==> src/rtl/fft_frame_sched_if.sv <==
// Bundle between the requester sample buffers, the scheduler and the FFT.
// Ports (master = scheduler side):
//   req_i, req_re_i, req_im_i  requester frame-ready flags and FWFT head samples
//   rd_o, gnt_o                per-requester pop strobe and whole-frame grant
//   fft_val_o, fft_re_o/_im_o  sample stream into the FFT
//   fft_val_i                  FFT output valid
//   out_val_o, out_last_o, out_id_o  labels for the FFT output stream
//   busy_o, err_o              activity and sticky orphan-output flag
interface fft_frame_sched_if #(
  parameter int unsigned NUM_REQ  = 4,
  parameter int unsigned DATA_WID = 16
);
  localparam int unsigned ID_W = $clog2(NUM_REQ);

  logic [NUM_REQ-1:0]          req_i;
  logic [NUM_REQ*DATA_WID-1:0] req_re_i;
  logic [NUM_REQ*DATA_WID-1:0] req_im_i;
  logic [NUM_REQ-1:0]          rd_o;
  logic [NUM_REQ-1:0]          gnt_o;
  logic                        fft_val_o;
  logic [DATA_WID-1:0]         fft_re_o;
  logic [DATA_WID-1:0]         fft_im_o;
  logic                        fft_val_i;
  logic                        out_val_o;
  logic                        out_last_o;
  logic [ID_W-1:0]             out_id_o;
  logic                        busy_o;
  logic                        err_o;

  modport master (
    input  req_i, req_re_i, req_im_i, fft_val_i,
    output rd_o, gnt_o, fft_val_o, fft_re_o, fft_im_o,
           out_val_o, out_last_o, out_id_o, busy_o, err_o
  );

  modport slave (
    output req_i, req_re_i, req_im_i, fft_val_i,
    input  rd_o, gnt_o, fft_val_o, fft_re_o, fft_im_o,
           out_val_o, out_last_o, out_id_o, busy_o, err_o
  );
endinterface

==> src/rtl/fft_frame_sched.sv <==
// Shares one serial FFT among NUM_REQ requesters: grants whole frames
// round-robin, streams FFT_LEN contiguous samples per frame, records the
// requester ID of each issued frame in a tag FIFO and labels the FFT output
// frames with those IDs.
// Ports: clk, rst_n (async, active-low); bus (fft_frame_sched_if.master).
//   rd_o and out_val_o/out_last_o/out_id_o are combinational, busy_o is
//   decoded from registers, all other outputs are registered.
module fft_frame_sched #(
  parameter int unsigned NUM_REQ   = 4,
  parameter int unsigned FFT_LEN   = 64,
  parameter int unsigned DATA_WID  = 16,
  parameter int unsigned TAG_DEPTH = 4,
  parameter int unsigned GAP       = 1
) (
  input  logic              clk,
  input  logic              rst_n,
  fft_frame_sched_if.master bus
);
  localparam int unsigned ID_W   = $clog2(NUM_REQ);
  localparam int unsigned CNT_W  = $clog2(FFT_LEN);
  localparam int unsigned PTR_W  = (TAG_DEPTH > 1) ? $clog2(TAG_DEPTH) : 1;
  localparam int unsigned TCNT_W = PTR_W + 1;
  localparam int unsigned GAP_W  = (GAP > 1) ? $clog2(GAP) : 1;

  typedef enum logic [1:0] {ST_IDLE, ST_STREAM, ST_GAP} state_e;

  state_e              state_q, state_d;
  logic [ID_W-1:0]     rr_ptr_q, rr_ptr_d;
  logic [ID_W-1:0]     sel_q, sel_d;
  logic [NUM_REQ-1:0]  gnt_q, gnt_d;
  logic [CNT_W-1:0]    in_cnt_q, in_cnt_d;
  logic [GAP_W-1:0]    gap_cnt_q, gap_cnt_d;
  logic                fft_val_q;
  logic [DATA_WID-1:0] fft_re_q, fft_im_q;
  logic [ID_W-1:0]     tag_mem_q [TAG_DEPTH];
  logic [PTR_W-1:0]    wr_ptr_q, rd_ptr_q;
  logic [TCNT_W-1:0]   tag_cnt_q;
  logic [CNT_W-1:0]    out_cnt_q;
  logic                mask_q;
  logic                err_q;

  logic                pick_vld_c;
  logic [ID_W-1:0]     pick_id_c;
  logic                push_c, pop_c;
  logic                tag_full_c, tag_empty_c;
  logic                act_c, out_val_c, last_cnt_c;

  // First requesting index at or after rr_ptr, cyclically (lowest offset wins).
  always_comb begin
    int unsigned     idx;
    logic [ID_W-1:0] cand;
    idx        = 0;
    cand       = '0;
    pick_vld_c = 1'b0;
    pick_id_c  = '0;
    for (int i = NUM_REQ - 1; i >= 0; i--) begin
      idx  = (32'(rr_ptr_q) + 32'(i)) % NUM_REQ;
      cand = ID_W'(idx);
      if (bus.req_i[cand]) begin
        pick_vld_c = 1'b1;
        pick_id_c  = cand;
      end
    end
  end

  assign tag_full_c  = (tag_cnt_q == TCNT_W'(TAG_DEPTH));
  assign tag_empty_c = (tag_cnt_q == '0);

  // Output labelling: only the first FFT_LEN valid cycles of a burst count.
  assign act_c      = bus.fft_val_i & ~mask_q;
  assign out_val_c  = act_c & ~tag_empty_c;
  assign last_cnt_c = (out_cnt_q == CNT_W'(FFT_LEN - 1));
  assign pop_c      = out_val_c & last_cnt_c;

  // Frame FSM: next state, grant, pointers and counters.
  always_comb begin
    state_d   = state_q;
    rr_ptr_d  = rr_ptr_q;
    sel_d     = sel_q;
    gnt_d     = gnt_q;
    in_cnt_d  = in_cnt_q;
    gap_cnt_d = gap_cnt_q;
    push_c    = 1'b0;
    unique case (state_q)
      ST_IDLE: begin
        if (pick_vld_c && !tag_full_c) begin
          state_d  = ST_STREAM;
          sel_d    = pick_id_c;
          gnt_d    = NUM_REQ'(1) << pick_id_c;
          push_c   = 1'b1;
          rr_ptr_d = (pick_id_c == ID_W'(NUM_REQ - 1)) ? '0 : pick_id_c + ID_W'(1);
          in_cnt_d = '0;
        end
      end
      ST_STREAM: begin
        in_cnt_d = in_cnt_q + CNT_W'(1);
        if (in_cnt_q == CNT_W'(FFT_LEN - 1)) begin
          state_d   = ST_GAP;
          gnt_d     = '0;
          gap_cnt_d = '0;
        end
      end
      ST_GAP: begin
        gap_cnt_d = gap_cnt_q + GAP_W'(1);
        if (gap_cnt_q == GAP_W'(GAP - 1)) state_d = ST_IDLE;
      end
      default: state_d = ST_IDLE;
    endcase
  end

  // FSM, input data path, tag FIFO control and output labelling state.
  always_ff @(posedge clk or negedge rst_n) begin
    if (!rst_n) begin
      state_q   <= ST_IDLE;
      rr_ptr_q  <= '0;
      sel_q     <= '0;
      gnt_q     <= '0;
      in_cnt_q  <= '0;
      gap_cnt_q <= '0;
      fft_val_q <= 1'b0;
      fft_re_q  <= '0;
      fft_im_q  <= '0;
      wr_ptr_q  <= '0;
      rd_ptr_q  <= '0;
      tag_cnt_q <= '0;
      out_cnt_q <= '0;
      mask_q    <= 1'b0;
      err_q     <= 1'b0;
    end else begin
      state_q   <= state_d;
      rr_ptr_q  <= rr_ptr_d;
      sel_q     <= sel_d;
      gnt_q     <= gnt_d;
      in_cnt_q  <= in_cnt_d;
      gap_cnt_q <= gap_cnt_d;
      fft_val_q <= (state_q == ST_STREAM);
      if (state_q == ST_STREAM) begin
        fft_re_q <= bus.req_re_i[sel_q*DATA_WID +: DATA_WID];
        fft_im_q <= bus.req_im_i[sel_q*DATA_WID +: DATA_WID];
      end
      if (push_c) wr_ptr_q <= wr_ptr_q + PTR_W'(1);
      if (pop_c)  rd_ptr_q <= rd_ptr_q + PTR_W'(1);
      if (push_c && !pop_c)      tag_cnt_q <= tag_cnt_q + TCNT_W'(1);
      else if (!push_c && pop_c) tag_cnt_q <= tag_cnt_q - TCNT_W'(1);
      // Burst end re-arms labelling; the trailing FFT valid cycle is masked.
      if (!bus.fft_val_i) begin
        out_cnt_q <= '0;
        mask_q    <= 1'b0;
      end else if (!mask_q) begin
        if (last_cnt_c) begin
          out_cnt_q <= '0;
          mask_q    <= 1'b1;
        end else begin
          out_cnt_q <= out_cnt_q + CNT_W'(1);
        end
      end
      if (act_c && tag_empty_c) err_q <= 1'b1;
    end
  end

  // Tag storage needs no reset: entries are only read behind the count.
  always_ff @(posedge clk) begin
    if (push_c) tag_mem_q[wr_ptr_q] <= pick_id_c;
  end

  assign bus.gnt_o      = gnt_q;
  assign bus.rd_o       = (state_q == ST_STREAM) ? gnt_q : '0;
  assign bus.fft_val_o  = fft_val_q;
  assign bus.fft_re_o   = fft_re_q;
  assign bus.fft_im_o   = fft_im_q;
  assign bus.out_val_o  = out_val_c;
  assign bus.out_last_o = pop_c;
  assign bus.out_id_o   = out_val_c ? tag_mem_q[rd_ptr_q] : '0;
  assign bus.busy_o     = (state_q != ST_IDLE) | ~tag_empty_c;
  assign bus.err_o      = err_q;
endmodule

==> src/flat_wrapper.sv <==
// flat-port wrapper written by rule: the top's interface ports become plain ports
module fft_frame_sched_flat 
#(
  parameter int unsigned NUM_REQ   = 4,
  parameter int unsigned FFT_LEN   = 64,
  parameter int unsigned DATA_WID  = 16,
  parameter int unsigned TAG_DEPTH = 4,
  parameter int unsigned GAP       = 1
)
  (clk, rst_n, bus_req_i, bus_req_re_i, bus_req_im_i, bus_fft_val_i, bus_rd_o, bus_gnt_o, bus_fft_val_o, bus_fft_re_o, bus_fft_im_o, bus_out_val_o, bus_out_last_o, bus_out_id_o, bus_busy_o, bus_err_o);
  fft_frame_sched_if #(.NUM_REQ(NUM_REQ), .DATA_WID(DATA_WID)) bus_i ();
  input  logic clk;
  input  logic rst_n;
  input wire logic [$bits(bus_i.req_i)-1:0] bus_req_i;
  input wire logic [$bits(bus_i.req_re_i)-1:0] bus_req_re_i;
  input wire logic [$bits(bus_i.req_im_i)-1:0] bus_req_im_i;
  input wire logic [$bits(bus_i.fft_val_i)-1:0] bus_fft_val_i;
  output wire logic [$bits(bus_i.rd_o)-1:0] bus_rd_o;
  output wire logic [$bits(bus_i.gnt_o)-1:0] bus_gnt_o;
  output wire logic [$bits(bus_i.fft_val_o)-1:0] bus_fft_val_o;
  output wire logic [$bits(bus_i.fft_re_o)-1:0] bus_fft_re_o;
  output wire logic [$bits(bus_i.fft_im_o)-1:0] bus_fft_im_o;
  output wire logic [$bits(bus_i.out_val_o)-1:0] bus_out_val_o;
  output wire logic [$bits(bus_i.out_last_o)-1:0] bus_out_last_o;
  output wire logic [$bits(bus_i.out_id_o)-1:0] bus_out_id_o;
  output wire logic [$bits(bus_i.busy_o)-1:0] bus_busy_o;
  output wire logic [$bits(bus_i.err_o)-1:0] bus_err_o;
  assign bus_i.req_i = bus_req_i;
  assign bus_i.req_re_i = bus_req_re_i;
  assign bus_i.req_im_i = bus_req_im_i;
  assign bus_i.fft_val_i = bus_fft_val_i;
  assign bus_rd_o = bus_i.rd_o;
  assign bus_gnt_o = bus_i.gnt_o;
  assign bus_fft_val_o = bus_i.fft_val_o;
  assign bus_fft_re_o = bus_i.fft_re_o;
  assign bus_fft_im_o = bus_i.fft_im_o;
  assign bus_out_val_o = bus_i.out_val_o;
  assign bus_out_last_o = bus_i.out_last_o;
  assign bus_out_id_o = bus_i.out_id_o;
  assign bus_busy_o = bus_i.busy_o;
  assign bus_err_o = bus_i.err_o;
  fft_frame_sched #(.NUM_REQ(NUM_REQ), .FFT_LEN(FFT_LEN), .DATA_WID(DATA_WID), .TAG_DEPTH(TAG_DEPTH), .GAP(GAP)) u_core (.clk(clk), .rst_n(rst_n), .bus(bus_i));
endmodule
==> config.mk <==
export PLATFORM = sky130hd
export DESIGN_NAME = fft_frame_sched_flat
export DESIGN_NICKNAME = d
export VERILOG_FILES = /design/src/rtl/fft_frame_sched_if.sv /design/src/rtl/fft_frame_sched.sv /design/src/flat_wrapper.sv
export SDC_FILE = /design/constraint.sdc
export NUM_CORES = 1
export LEC_CHECK = 0
export ABC_CLOCK_PERIOD_IN_PS = 3600
export BUFFER_PORTS_ARGS = -buffer_cell sky130_fd_sc_hd__clkbuf_2
export CAP_MARGIN = 30
export CELL_PAD_IN_SITES_DETAIL_PLACEMENT = 0
export CELL_PAD_IN_SITES_GLOBAL_PLACEMENT = 2
export CORE_UTILIZATION = 30
export CTS_CLUSTER_DIAMETER = 30
export CTS_CLUSTER_SIZE = 30
export DETAILED_ROUTE_END_ITERATION = 10
export PLACE_DENSITY = 0.91
export SYNTH_ARGS = -nofsm -noshare
export SYNTH_HDL_FRONTEND = slang
export SYNTH_SLANG_ARGS = --single-unit
==> constraint.sdc <==
create_clock -name clk -period 3.6 [get_ports clk]
set_clock_uncertainty 0.2 [all_clocks]
set_input_delay 0 -clock clk [delete_from_list [all_inputs] [get_ports clk]]
set_output_delay 0 -clock clk [all_outputs]
set_load 0.01 [all_outputs]
==> impl_metrics.toml <==
[status]
status = "complete, no violations"

[drt]
ant_nets = 0
viasPerCell = 4.51
drt_pass1_iterations = 4
drc = 0
drtIter0Drc = 176
num_vias = 3510
wl_per_cell_um = 13.8
routed_wl_um = 10800

[sta]
fin_ws_ns = 0.648
slew_headroom_pct = 41.0
final.setup.tns_ns = 0
tightestPinTransition_ns = 0.882
hold_viol = 0
finalSetupViolations = 0
slew_viol_final = 0
rsz0062_at_grt = "no"
fin_crit_ns = 2.95
fin_crit_sh_pct = 82.0
max_freq_mhz = 339

[global_route]
grt_usage_pct = 16.5
use_met1_pct = 19.3
use_met2_pct = 28.9
use_met3_pct = 4.27
grt-busiest-layer = "met2"
antenna_found_initial = 0
grt_pass1_wl_um = 17000
grt_pass1_vias = 3650
globalRouteOverflowTotal = 0
grt_max_degree = 45

[synth]
yosys-top-cells-area = "dfrtp_1 41%, mux4_2 19%, nand2_1 11%"
ys_types = 45
syn_inst = 353
yosysTopAreaCell = "dfrtp_1"
synth_edf_count = 8
ys_async_sr_fraction_pct = 89.0
synth_nets = 500
ys_warn_count = 0
syn-cell-area_mm2 = 0.00397
synth_top_area_share_pct = 40.9
synth_flop_cell = "dfrtp_1"
avgSynthCellArea_um2 = 11.3
ys_seq_elements = 73
seq_area_frac_synth_pct = 47.0

[finish]
multi_input_area_mm2 = 0.00199
final_common_cell = "clkbuf_2"
fillers = 1209
nets = 749
drive_gt1_share_pct = 40.2
fin_util_pct = 47.3
layout_common_cells = "180 x clkbuf_2, 113 x nand2_1, 70 x dlygate4sd3_1, 64 x dfrtp_1, 34 x mux4_2"
diodes = 0
seqCellArea_mm2 = 0.00187
syn_to_final_growth_pct = 52.1

[cts]
clockRootBuffer = "clkbuf_16"
cts_buffer_depth = 2
cts_resized = 0
postCtsSetupRepairBufs = 0
htree_levels = 3
numCtsBuffers = 9
cts_tree = "yes"
clk_pin_slew_ns = 0.06
cts_hold_buf = 70
clock_sinks = 73
clk_latency_ns = 0.33

[worst_hold_path]
hp-class = "in2reg"
min_from = "bus_req_i[2]"

[die]
rows = 41
die_x_um = 117
initial_utilization_pct = 31.1
die-area_mm2 = 0.0137
core-area_mm2 = 0.0128
io_pins = 182
die_y_um = 117

[place]
numPortBuffers = 181
pre_cts_ws_ns = 1.15
place_congestion = 0.748
dp_hpwl_um = 7730

[setup_path]
cp_top_family = "buffers and inverters"
worst_path_max_delay_cell = "dlygate4sd3_1"
critPathCaptureType = "register"
critPathLaunch = "bus_req_i[0]"
crit_buf_inv = 5
r2r-start = "u_core.sel_q[0]"
start_kind = "input pin"
worstPathCellList = "dlygate4sd3_1, clkbuf_2, or4_4, dlygate4sd3_1, nand3_4, inv_4, ha_1, inv_1, fa_1, mux2_2"
cp.required_ns = 3.61
cpPeakStageDelay_ns = 0.61
crit_type = "in2reg"
arrival_ns = 2.96
path_max_fanout = 17
cp_common_cell = "dlygate4sd3_1"

[power]
cellLeakagePower_nw = 2.96
p_sw_mw = 1.45
power.density_mw_per_mm2 = 685
p_int_mw = 2.69
p_sw_share_pct = 35.0
irDropWorstVdd_v = 0.000274
clkPwrFrac_pct = 19.1
pwr-share-comb_pct = 45.8
pwr-share-seq_pct = 35.1

[run]
maxCapViolCount = 0
==> registers in the layout (all words and copies together), names as in the netlist, 3 cells and up <==
register / count
u_core.out_cnt_q: 6
u_core.tag_cnt_q: 3
u_core.bus.gnt_o: 4
u_core.bus.fft_re_o: 16
u_core.in_cnt_q: 6
u_core.tag_mem_q: 8
u_core.bus.fft_im_o: 16
==> cell usage after synthesis (3+ instances only) <==
cell type and instances:
mux4_2 34, buf_2 4, clkbuf_1 11, nand2_1 113
buf_1 3, inv_1 7, dfrtp_1 65, nand2b_1 5
edfxtp_1 8, nand3_1 6, a21oi_1 5, xor2_1 4
xnor2_1 4, mux2i_1 4, and3_1 3, o21ai_0 6
nor2_1 10, and2_1 13, a22o_1 5, ha_1 11
==> cell families (layout without fill, tap and decap cells) <==
kind of cell    after synthesis  after routing  share of synthesized area [%]
xor+xnor                      8              8                           1.76
fa+ha+maj                    12             12                           3.97
simple gates                159            159                           17.6
mux                          41             41                           21.1
compound gates               32             32                           5.51
flops                        73             73                           47.0
buf+inv                      28            282                           3.02
==> power by group through the flow <==
stage / Sequential [mW] / Combinational [mW] / Clock (mW)
after global routing: 1.51 / 2.10 / 0.852
after global placement: 1.50 / 1.51 / 0
after CTS: 1.46 / 1.92 / 0.817
after floorplan: 1.44 / 1.05 / 0
final: 1.46 / 1.90 / 0.791
after detailed placement: 1.47 / 1.63 / 0
==> layout make-up <==
class                      instances  share of cell area, %
clock buffer                      12                   3.91
clock inverter                     4                  0.373
inverter                           9                  0.600
multi-input combinational        252                   32.9
sequential                        73                   30.9
tap                              172                   3.56
timing repair buffer             257                   27.7
==> metal layers <==
metal  part of all wire (%)  vias to the layer above
met2                     53                      118
li1                       -                     1727
met5                      0                        -
met1                     40                     1654
met4                    1.3                        0
met3                    5.5                       11
==> path summary, 6_finish.rpt <==
check | endpoint | depth (start not counted) | slack [ns]
max in group asynchronous | u_core.bus.fft_im_o[3] | 4 | 1.30
worst max-delay path | u_core.tag_cnt_q[1] | 10 | 0.65
worst min-delay path | u_core.tag_mem_q[3][1] | 2 | 0.08
worst max register to register | u_core.bus.fft_re_o[7] | 5 | 1.05
min in group asynchronous | u_core.bus.fft_re_o[1] | 3 | 0.39
worst min register to register | u_core.bus.fft_im_o[15] | 2 | 0.27
==> stage by stage <==
stage | total power [mW] | hold slack, ns | cell area (µm²) | std cells
after floorplan | 2.49 | -0.496 | 3970 | 353
after global placement | 3.01 | 0.0582 | 5040 | 691
after detailed placement | 3.09 | -0.186 | 5080 | 693
after CTS | 4.19 | 0.0602 | 6040 | 779
after global routing | 4.47 | 0.115 | 6040 | 779
final | 4.14 | 0.0806 | 6040 | 779
Power figures use the tool's default switching activity.
